## src/rtl/fp_mul_in_stage_if.sv

```systemverilog
// Handshake bundle for the fp_mul operand front-end: upstream operand push side
// and downstream head-entry side with precomputed sign/bypass side-band fields.
interface fp_mul_in_stage_if;
  logic        in_valid;
  logic        in_ready;
  logic [31:0] in_a;
  logic [31:0] in_b;
  logic        out_valid;
  logic        out_ready;
  logic [31:0] out_a;
  logic [31:0] out_b;
  logic        out_sign;
  logic        out_bypass;
  logic [31:0] out_bypass_val;

  modport slave (
    input  in_valid, in_a, in_b, out_ready,
    output in_ready, out_valid, out_a, out_b, out_sign, out_bypass, out_bypass_val
  );

  modport master (
    output in_valid, in_a, in_b, out_ready,
    input  in_ready, out_valid, out_a, out_b, out_sign, out_bypass, out_bypass_val
  );
endinterface

```

## src/rtl/fp_mul_in_stage.sv

```systemverilog
// Operand FIFO in front of fp_mul: classifies each pair on enqueue and stores the
// result sign plus any special-case / exponent-range bypass result alongside it.
module fp_mul_in_stage #(
  parameter int DEPTH = 4
) (
  input  logic                     clk,
  input  logic                     reset,
  fp_mul_in_stage_if.slave         bus,
  output logic [$clog2(DEPTH):0]   count
);
  localparam int AW = $clog2(DEPTH);
  localparam int CW = AW + 1;

  typedef enum logic [1:0] {CLS_ZERO, CLS_INF, CLS_NAN, CLS_NORM} op_class_e;

  typedef struct packed {
    logic [31:0] a;
    logic [31:0] b;
    logic        sign;
    logic        bypass;
    logic [31:0] bypass_val;
  } entry_t;

  function automatic op_class_e classify(input logic [31:0] x);
    if (x[30:23] == 8'd0)       return CLS_ZERO;  // denormals flush to zero
    else if (x[30:23] != 8'hFF) return CLS_NORM;
    else if (x[22:0] == 23'd0)  return CLS_INF;
    else                        return CLS_NAN;
  endfunction

  entry_t          mem_q [DEPTH];
  entry_t          in_entry;
  entry_t          head;
  logic [AW-1:0]   wr_ptr_q, wr_ptr_d;
  logic [AW-1:0]   rd_ptr_q, rd_ptr_d;
  logic [CW-1:0]   count_q, count_d;
  logic            push, pop;
  op_class_e       cls_a, cls_b;
  logic [8:0]      esum;

  // NOTE: every signal assigned in an always_comb gets a default first so no path
  // leaves it unassigned and no latch is inferred.
  always_comb begin
    cls_a               = classify(bus.in_a);
    cls_b               = classify(bus.in_b);
    esum                = {1'b0, bus.in_a[30:23]} + {1'b0, bus.in_b[30:23]};
    in_entry.a          = bus.in_a;
    in_entry.b          = bus.in_b;
    in_entry.sign       = bus.in_a[31] ^ bus.in_b[31];
    in_entry.bypass     = 1'b1;
    in_entry.bypass_val = 32'h0;

    if (cls_a == CLS_NAN || cls_b == CLS_NAN ||
        (cls_a == CLS_INF && cls_b == CLS_ZERO) ||
        (cls_a == CLS_ZERO && cls_b == CLS_INF)) begin
      in_entry.bypass_val = 32'h7FC0_0000;
    end else if (cls_a == CLS_INF || cls_b == CLS_INF) begin
      in_entry.bypass_val = {in_entry.sign, 8'hFF, 23'h0};
    end else if (cls_a == CLS_ZERO || cls_b == CLS_ZERO) begin
      in_entry.bypass_val = {in_entry.sign, 31'h0};
    end else if (esum <= 9'd127) begin
      in_entry.bypass_val = {in_entry.sign, 31'h0};
    end else if (esum >= 9'd382) begin
      // esum == 381 may still carry into exp 255 inside fp_mul; downstream owns that.
      in_entry.bypass_val = {in_entry.sign, 8'hFF, 23'h0};
    end else begin
      in_entry.bypass     = 1'b0;
    end
  end

  always_comb begin
    push     = bus.in_valid && bus.in_ready;
    pop      = bus.out_valid && bus.out_ready;
    wr_ptr_d = push ? wr_ptr_q + AW'(1) : wr_ptr_q;
    rd_ptr_d = pop  ? rd_ptr_q + AW'(1) : rd_ptr_q;
    count_d  = count_q;
    case ({push, pop})
      2'b10:   count_d = count_q + CW'(1);
      2'b01:   count_d = count_q - CW'(1);
      default: count_d = count_q;
    endcase
  end

  // NOTE: sequential state uses non-blocking assignments only, so every flop sees
  // the pre-edge value of every other flop.
  always_ff @(posedge clk) begin
    if (reset) begin
      wr_ptr_q <= '0;
      rd_ptr_q <= '0;
      count_q  <= '0;
    end else begin
      wr_ptr_q <= wr_ptr_d;
      rd_ptr_q <= rd_ptr_d;
      count_q  <= count_d;
    end
  end

  // NOTE: storage has no reset; an entry is only observable after it is written,
  // and leaving the array unreset lets it map onto plain RAM/register files.
  always_ff @(posedge clk) begin
    if (push && !reset) mem_q[wr_ptr_q] <= in_entry;
  end

  assign head               = mem_q[rd_ptr_q];
  assign bus.in_ready       = (count_q < CW'(DEPTH));
  assign bus.out_valid      = (count_q != '0);
  assign bus.out_a          = head.a;
  assign bus.out_b          = head.b;
  assign bus.out_sign       = head.sign;
  assign bus.out_bypass     = head.bypass;
  assign bus.out_bypass_val = head.bypass_val;
  assign count              = count_q;
endmodule

```

## src/flat_wrapper.sv

```systemverilog
// flat-port wrapper written by rule: the top's interface ports become plain ports
module fp_mul_in_stage_flat 
#(
  parameter int DEPTH = 4
)
  (clk, reset, count, bus_in_valid, bus_in_a, bus_in_b, bus_out_ready, bus_in_ready, bus_out_valid, bus_out_a, bus_out_b, bus_out_sign, bus_out_bypass, bus_out_bypass_val);
  fp_mul_in_stage_if bus_i ();
  input  logic clk;
  input  logic reset;
  output logic [$clog2(DEPTH):0] count;
  input wire logic [$bits(bus_i.in_valid)-1:0] bus_in_valid;
  input wire logic [$bits(bus_i.in_a)-1:0] bus_in_a;
  input wire logic [$bits(bus_i.in_b)-1:0] bus_in_b;
  input wire logic [$bits(bus_i.out_ready)-1:0] bus_out_ready;
  output wire logic [$bits(bus_i.in_ready)-1:0] bus_in_ready;
  output wire logic [$bits(bus_i.out_valid)-1:0] bus_out_valid;
  output wire logic [$bits(bus_i.out_a)-1:0] bus_out_a;
  output wire logic [$bits(bus_i.out_b)-1:0] bus_out_b;
  output wire logic [$bits(bus_i.out_sign)-1:0] bus_out_sign;
  output wire logic [$bits(bus_i.out_bypass)-1:0] bus_out_bypass;
  output wire logic [$bits(bus_i.out_bypass_val)-1:0] bus_out_bypass_val;
  assign bus_i.in_valid = bus_in_valid;
  assign bus_i.in_a = bus_in_a;
  assign bus_i.in_b = bus_in_b;
  assign bus_i.out_ready = bus_out_ready;
  assign bus_in_ready = bus_i.in_ready;
  assign bus_out_valid = bus_i.out_valid;
  assign bus_out_a = bus_i.out_a;
  assign bus_out_b = bus_i.out_b;
  assign bus_out_sign = bus_i.out_sign;
  assign bus_out_bypass = bus_i.out_bypass;
  assign bus_out_bypass_val = bus_i.out_bypass_val;
  fp_mul_in_stage #(.DEPTH(DEPTH)) u_core (.clk(clk), .reset(reset), .bus(bus_i), .count(count));
endmodule
```

## config.mk

```make
export PLATFORM = sky130hd
export DESIGN_NAME = fp_mul_in_stage_flat
export DESIGN_NICKNAME = d
export VERILOG_FILES = /design/src/rtl/fp_mul_in_stage_if.sv /design/src/rtl/fp_mul_in_stage.sv /design/src/flat_wrapper.sv
export SDC_FILE = /design/constraint.sdc
export NUM_CORES = 1
export LEC_CHECK = 0
export CAP_MARGIN = 20
export CORE_ASPECT_RATIO = 1.1
export CORE_UTILIZATION = 57
export DETAILED_ROUTE_END_ITERATION = 6
export PLACE_DENSITY = 0.95
export SLEW_MARGIN = 25
export SYNTH_ARGS = -nofsm -noshare
export SYNTH_HDL_FRONTEND = slang
export SYNTH_SLANG_ARGS = --single-unit
```

## constraint.sdc

```tcl
create_clock -name clk -period 8.05 [get_ports clk]
set_clock_uncertainty 0.2 [all_clocks]
set_input_delay 1.61 -clock clk [delete_from_list [all_inputs] [get_ports clk]]
set_output_delay 1.61 -clock clk [all_outputs]
set_load 0.005 [all_outputs]
```

==> results of run 1 <==
==> worst max path at each step <==
stage | from | to | slack (ps) | depth (start not counted)
global route | register | bus_out_a[29] | 2820 | 3
detailed placement | bus_in_a[23] | u_core.mem_q[0][30]$_DFFE_PP_ | 3310 | 9
finish | register | bus_out_a[28] | 3090 | 3
floorplan | bus_in_valid | u_core.mem_q[0][22]$_DFFE_PP_ | 3690 | 4
CTS | register | bus_out_a[7] | 2980 | 3
global placement | bus_in_b[23] | u_core.mem_q[0][30]$_DFFE_PP_ | 3520 | 8
==> power groups by stage <==
stage / clock (mW) / combinational [mW] / sequential (mW)
after floorplan: 0 / 0.542 / 1.79
after global placement: 0 / 0.900 / 1.86
after detailed placement: 0 / 0.924 / 1.87
after CTS: 1.22 / 0.932 / 1.84
after global routing: 1.28 / 0.999 / 1.85
final: 1.20 / 0.928 / 1.84
==> metrics by stage <==
stage / power, mW / std cells / setup slack, ps / instance area, um2 / util
floorplan: 2.34 / 549 / 3690 / 11200 / -
global placement: 2.76 / 899 / 3520 / 12800 / 0.666
detailed placement: 2.80 / 899 / 3310 / 12800 / 0.666
CTS: 4.00 / 944 / 2980 / 13600 / 0.710
global route: 4.13 / 948 / 2820 / 13700 / 0.715
finish: 3.97 / 948 / 3090 / 13700 / 0.715
==> final cells by class <==
class / instances / share of cell area
Clock inverter: 14 / 0.0105
Timing Repair Buffer: 153 / 0.116
Multi-Input combinational cell: 205 / 0.179
Sequential cell: 285 / 0.618
Clock buffer: 31 / 0.0504
Inverter: 13 / 0.00356
Tap cell: 247 / 0.0225
==> critical path: stages, from the launching register on <==
cell and delay, ps:
dfxtp_4 780, buf_4 680, mux4_2 620, clkdlybuf4s50_1 470
==> cell families (layout without fill, tap and decap cells) <==
logic type / count (synthesis) / after routing / share of synthesized area
flops: 285 / 285 / 0.758
mux: 69 / 69 / 0.139
simple gates: 67 / 67 / 0.0326
buf+inv: 59 / 211 / 0.0304
compound gates: 21 / 21 / 0.0123
fa+ha+maj: 15 / 15 / 0.0182
xor+xnor: 11 / 11 / 0.00863
other cells: 1 / 22 / 0.000336
==> layout by cell type, fill, tap and decap left out, types with 4 or more instances in the layout <==
master	count
nand4_1	6
dfxtp_1	7
xor2_1	6
inv_1	13
nor4_1	10
nor3_1	5
and2_4	4
edfxtp_1	276
clkbuf_16	27
ha_1	13
a21oi_1	5
nor2_1	18
clkdlybuf4s50_1	148
clkbuf_1	4
or4_1	5
xnor2_1	5
clkinv_2	4
conb_1	22
mux4_2	69
clkinv_1	5
nand2_1	6
==> flip-flops by register name, indices dropped and copies added (netlist names), named ones only <==
name             cells
u_core.wr_ptr_q      2
u_core.mem_q       276
u_core.count         3
u_core.rd_ptr_q      2
==> synth_stat cells, types with 2 or more instances <==
| cell | n |
|---|---|
| ha_1 | 13 |
| nor3_1 | 5 |
| or2_2 | 3 |
| xnor2_1 | 5 |
| a31oi_1 | 2 |
| buf_4 | 29 |
| o21ai_0 | 3 |
| inv_1 | 13 |
| a211oi_1 | 3 |
| and2_1 | 6 |
| a21oi_1 | 5 |
| nand4_1 | 6 |
| mux4_2 | 69 |
| buf_2 | 7 |
| o22ai_1 | 2 |
| edfxtp_1 | 276 |
| fa_1 | 2 |
| dfxtp_1 | 9 |
| nor2b_1 | 3 |
| or4_1 | 5 |
| nand2_1 | 6 |
| xor2_1 | 6 |
| nor4_1 | 10 |
| nor2_1 | 18 |
| clkbuf_1 | 9 |
==> per-layer routing <==
layer	vias up	global-route usage	part of all wire	wire, um
met2	242	0.363	0.52	10900
met4	4	0.0556	0.019	396
li1	2432	-	-	-
met1	2804	0.274	0.38	8010
met3	48	0.0469	0.075	1560
met5	-	0	0.0011	23
==> impl_metrics.py, run 1 <==
metrics = {
    "worst_setup_path": {
        "reg2reg_depth": 5,
        "worstSetupPathType": "reg -> out",
        "arrival_ps": 3150,
        "rr_startpoint": "u_core.count[2]$_SDFFE_PP0P_",
        "startpoint_type": "register",
        "path_max_fanout": 36,
        "rrSetupSlack_ps": 5620,
        "cp.required_ps": 6240,
        "r2r_end": "u_core.mem_q[3][43]$_DFFE_PP_",
        "crit_path_end_kind": "primary output",
    },
    "place": {
        "port_buffers": 148,
        "hpwl_mm": 12.4,
        "gp_congestion": 0.808,
    },
    "pwr": {
        "swShare": 0.235,
        "ir_drop_v": 0.000260,
        "p_leak_nw": 4.37,
        "p_comb_frac": 0.234,
        "seq_power_share": 0.463,
        "power.density_nw_per_um2": 289,
        "clkPwrFrac": 0.303,
        "p_sw_mw": 0.932,
        "p_int_mw": 3.03,
    },
    "timing": {
        "period_share": 0.616,
        "whs_ps": 351,
        "setup_viol": 0,
        "layout_min_cycle_time_ps": 4960,
        "max_clock_freq_mhz": 202,
        "worst_slew_pin_slew_ps": 989,
        "fin_tns_setup_ps": 0,
        "rsz0062_at_grt": "false",
        "slew_headroom": 0.341,
        "hold_violations": 0,
        "maxSlewViolCount": 0,
    },
    "logic_synthesis": {
        "synth_cell_types": 38,
        "synth_top_cell_by_area": "edfxtp_1",
        "yosys_register_bits": 285,
        "synth_edf_count": 276,
        "synth_ff_type": "edfxtp_1",
        "syn_avg_cell_area_um2": 21.1,
        "netlist_area_um2": 11200,
        "async_flop_share": 0,
        "ys_warn_count": 0,
        "synth_top_area_share": 0.742,
        "synthTopCellsByArea": "edfxtp_1, mux4_2, buf_4",
        "yosysSeqAreaShare": 0.758,
        "syn-instance-count": 528,
    },
    "job": {
        "maxCapViolCount": 0,
    },
    "drt": {
        "drc_errors": 0,
        "drt_iter0_markers": 439,
        "wl_mm": 20.9,
        "vias": 5530,
        "wl_per_cell_um": 22.0,
        "viasPerCell": 5.83,
        "ant_nets": 0,
        "first_pass_iters": 5,
    },
    "floorplan": {
        "ios": 171,
        "die_x_um": 135,
        "core_area_um2": 19200,
        "die_h_um": 149,
        "initial_utilization": 0.583,
        "die_area_um2": 20200,
        "row_count": 53,
    },
    "clock_tree": {
        "clkTransAtPathRegs_ps": 60,
        "clkLatencyLatePin_ps": 510,
        "root_buffer": "clkbuf_16",
        "ctsLongestPathBuffers": 3,
        "cts_htree_levels": 1,
        "cts.repair.resized": 0,
        "post_cts_buffers": 0,
        "cts_sinks": 285,
        "hold_buffers": 0,
        "cts_tree": "yes",
        "cts_made_buffers": 26,
    },
    "min_path": {
        "hold_class": "reg -> reg",
        "min_path_cells": 2,
        "hold_end": "u_core.count[2]$_SDFFE_PP0P_",
        "hold_start": "u_core.count[2]$_SDFFE_PP0P_",
    },
    "global_route": {
        "track_usage": 0.211,
        "antenna_found_initial": 2,
        "grt_max_degree": 70,
        "grt_pass1_vias": 5839,
        "grt_remaining_overflow": 0,
        "grt_first_pass_wirelength_mm": 32.0,
    },
    "layout": {
        "multi_input_area_um2": 2450,
        "areaGrowthSynthToFinish_pct": 22.8,
        "layout-drive-gt1-share": 0.173,
        "fin_nets": 767,
        "n_antenna_cell": 0,
        "seqCellArea_um2": 8480,
        "fillers": 1065,
    },
    "status": {
        "status": "complete, no violations",
    },
}
No activity file was read; power rests on OpenSTA's default activity.
==> run 2, diff against run 1 <==
- CORE_UTILIZATION: 57 -> 49
- PLACE_DENSITY: 0.95 -> 0.88
- clock period: 8.05 -> 4.45 ns (I/O delays scaled with it)
==> run 2 against run 1 <==
Global-route usage decreased by 1.8 points. First-iteration DRC count decreased by 21%. Count of clock-buffer cells in the layout down 1. Core utilization down 9.0 points. Wire length rose by 5.2%. Via count is 0.40% higher. Non-clock buffer count grew 3. Sequential cell count stayed put. Sequential share of layout area shrank 0.93 points. Total power increased by 88%. Sequential power increased by 78%. Final cell count increased by 6.0%. Largest cell class unchanged.
==> impl_metrics.py, run 2 (synthesis gave the netlist of run 1 again) <==
metrics = {
    "global_route": {
        "grt_pass1_vias": 6133,
        "track_usage": 0.193,
        "antenna_found_initial": 2,
        "grt_first_pass_wirelength_mm": 34.5,
        "grt_remaining_overflow": 0,
        "grt_max_degree": 41,
    },
    "clock_tree": {
        "clkLatencyLatePin_ps": 520,
        "clkTransAtPathRegs_ps": 60,
        "cts_htree_levels": 1,
        "root_buffer": "clkbuf_16",
        "cts_tree": "yes",
        "ctsLongestPathBuffers": 3,
        "post_cts_buffers": 0,
        "cts_sinks": 285,
        "cts.repair.resized": 0,
        "hold_buffers": 0,
        "cts_made_buffers": 28,
    },
    "worst_setup_path": {
        "cpLargestDelayFamily": "buffers and inverters",
        "path_max_fanout": 19,
        "crit_path_top_delay_cell": "mux4_2",
        "worstSetupPathType": "reg -> out",
        "arrival_ps": 2670,
        "crit_buf_inv": 2,
        "critPathMaxStageDelay_ps": 640,
        "cp.required_ps": 3360,
        "crit_path_end_kind": "primary output",
        "startpoint_type": "register",
        "worstPathCellList": "buf_4, mux4_2, clkdlybuf4s50_1",
    },
    "drt": {
        "first_pass_iters": 5,
        "vias": 5552,
        "drt_iter0_markers": 345,
        "wl_per_cell_um": 21.8,
        "drc_errors": 0,
        "ant_nets": 0,
        "wl_mm": 21.9,
        "viasPerCell": 5.52,
    },
    "timing": {
        "setup_viol": 0,
        "period_share": 0.844,
        "rsz0062_at_grt": "false",
        "worst_slew_pin_slew_ps": 558,
        "fin_tns_setup_ps": 0,
        "maxSlewViolCount": 0,
        "max_clock_freq_mhz": 266,
        "hold_violations": 0,
        "slew_headroom": 0.628,
        "layout_min_cycle_time_ps": 3760,
    },
    "floorplan": {
        "row_count": 57,
        "initial_utilization": 0.502,
        "die_x_um": 146,
        "core_area_um2": 22300,
        "die_area_um2": 23400,
        "die_h_um": 160,
        "ios": 171,
    },
    "layout": {
        "fin_nets": 772,
        "final_common_cell": "edfxtp_1",
        "multi_input_area_um2": 2450,
        "final_cell_mix": "edfxtp_1, clkdlybuf4s50_1, mux4_2",
        "layout-drive-gt1-share": 0.191,
        "fin_util": 0.625,
        "seqCellArea_um2": 8480,
        "fillers": 1532,
        "areaGrowthSynthToFinish_pct": 24.6,
        "largest_reg_flops": 276,
        "final_area_um2": 13900,
        "regMostFlops": "u_core.mem_q",
    },
    "job": {
        "maxCapViolCount": 0,
    },
    "pwr": {
        "ir_drop_v": 0.000470,
        "p_leak_nw": 4.45,
        "power.density_nw_per_um2": 537,
    },
    "status": {
        "status": "complete, no violations",
    },
    "place": {
        "hpwl_mm": 13.9,
        "gp_congestion": 0.835,
        "port_buffers": 148,
        "placed_area_um2": 12900,
    },
    "min_path": {
        "hold_class": "reg -> reg",
    },
}
[run 2: cell types whose count changed in the layout (fill, tap and decap cells not counted), moves of 2 or more]
cell,change
bufinv_16,+2
clkinv_2,+4
buf_12,+4
clkinv_1,-4
clkbuf_1,-3
buf_16,-3
clkbuf_16,+2
buf_4,+2
diode_2,+2
[run 2: per-stage QoR]
step,instances,power [mW],hold WS (ps),setup slack (ps)
finish,1005,7.47,345,693
global route,1003,7.76,377,516
CTS,1003,7.55,341,624
detailed placement,954,5.11,331,371
global placement,954,5.05,300,620
floorplan,549,4.23,285,809
[run 2: per-layer routing]
metal / vias to the layer above / share of wire / GRT usage
met1: 2852 / 0.41 / 0.251
met2: 220 / 0.51 / 0.329
li1: 2441 / - / -
met3: 39 / 0.061 / 0.0386
met4: 0 / 0.020 / 0.0608
met5: - / 0 / 0
[run 2: final timing paths]
path	startpoint	endpoint	slack [ps]	depth (start not counted)
setup / recovery	register	bus_out_bypass_val[23]	690	3
setup reg to reg	u_core.count[2]$_SDFFE_PP0P_	u_core.mem_q[0][66]$_DFFE_PP_	2050	5
hold reg to reg	u_core.count[2]$_SDFFE_PP0P_	u_core.count[2]$_SDFFE_PP0P_	340	2
hold / removal	u_core.count[2]$_SDFFE_PP0P_	u_core.count[2]$_SDFFE_PP0P_	340	2
[run 2: final cells by class]
type,count,share of cell area
clock inverters,19,0.0170
multi-input cells,205,0.176
diodes,2,0.000360
inverters,13,0.00351
repair buffers,156,0.115
clock buffers,30,0.0524
well taps,295,0.0265
flip-flops and latches,285,0.609
[run 2: worst min-delay path: cells and delay by family (launching register included)]
kind,cells,cell delay [ps]
flops,1,340
compound gates,2,160
[run 2: power breakdown]
part,switching [mW],internal [mW],total (mW)
Sequential,0.117,3.15,3.27
Clock,0.960,1.48,2.44
Combinational,0.685,1.08,1.76
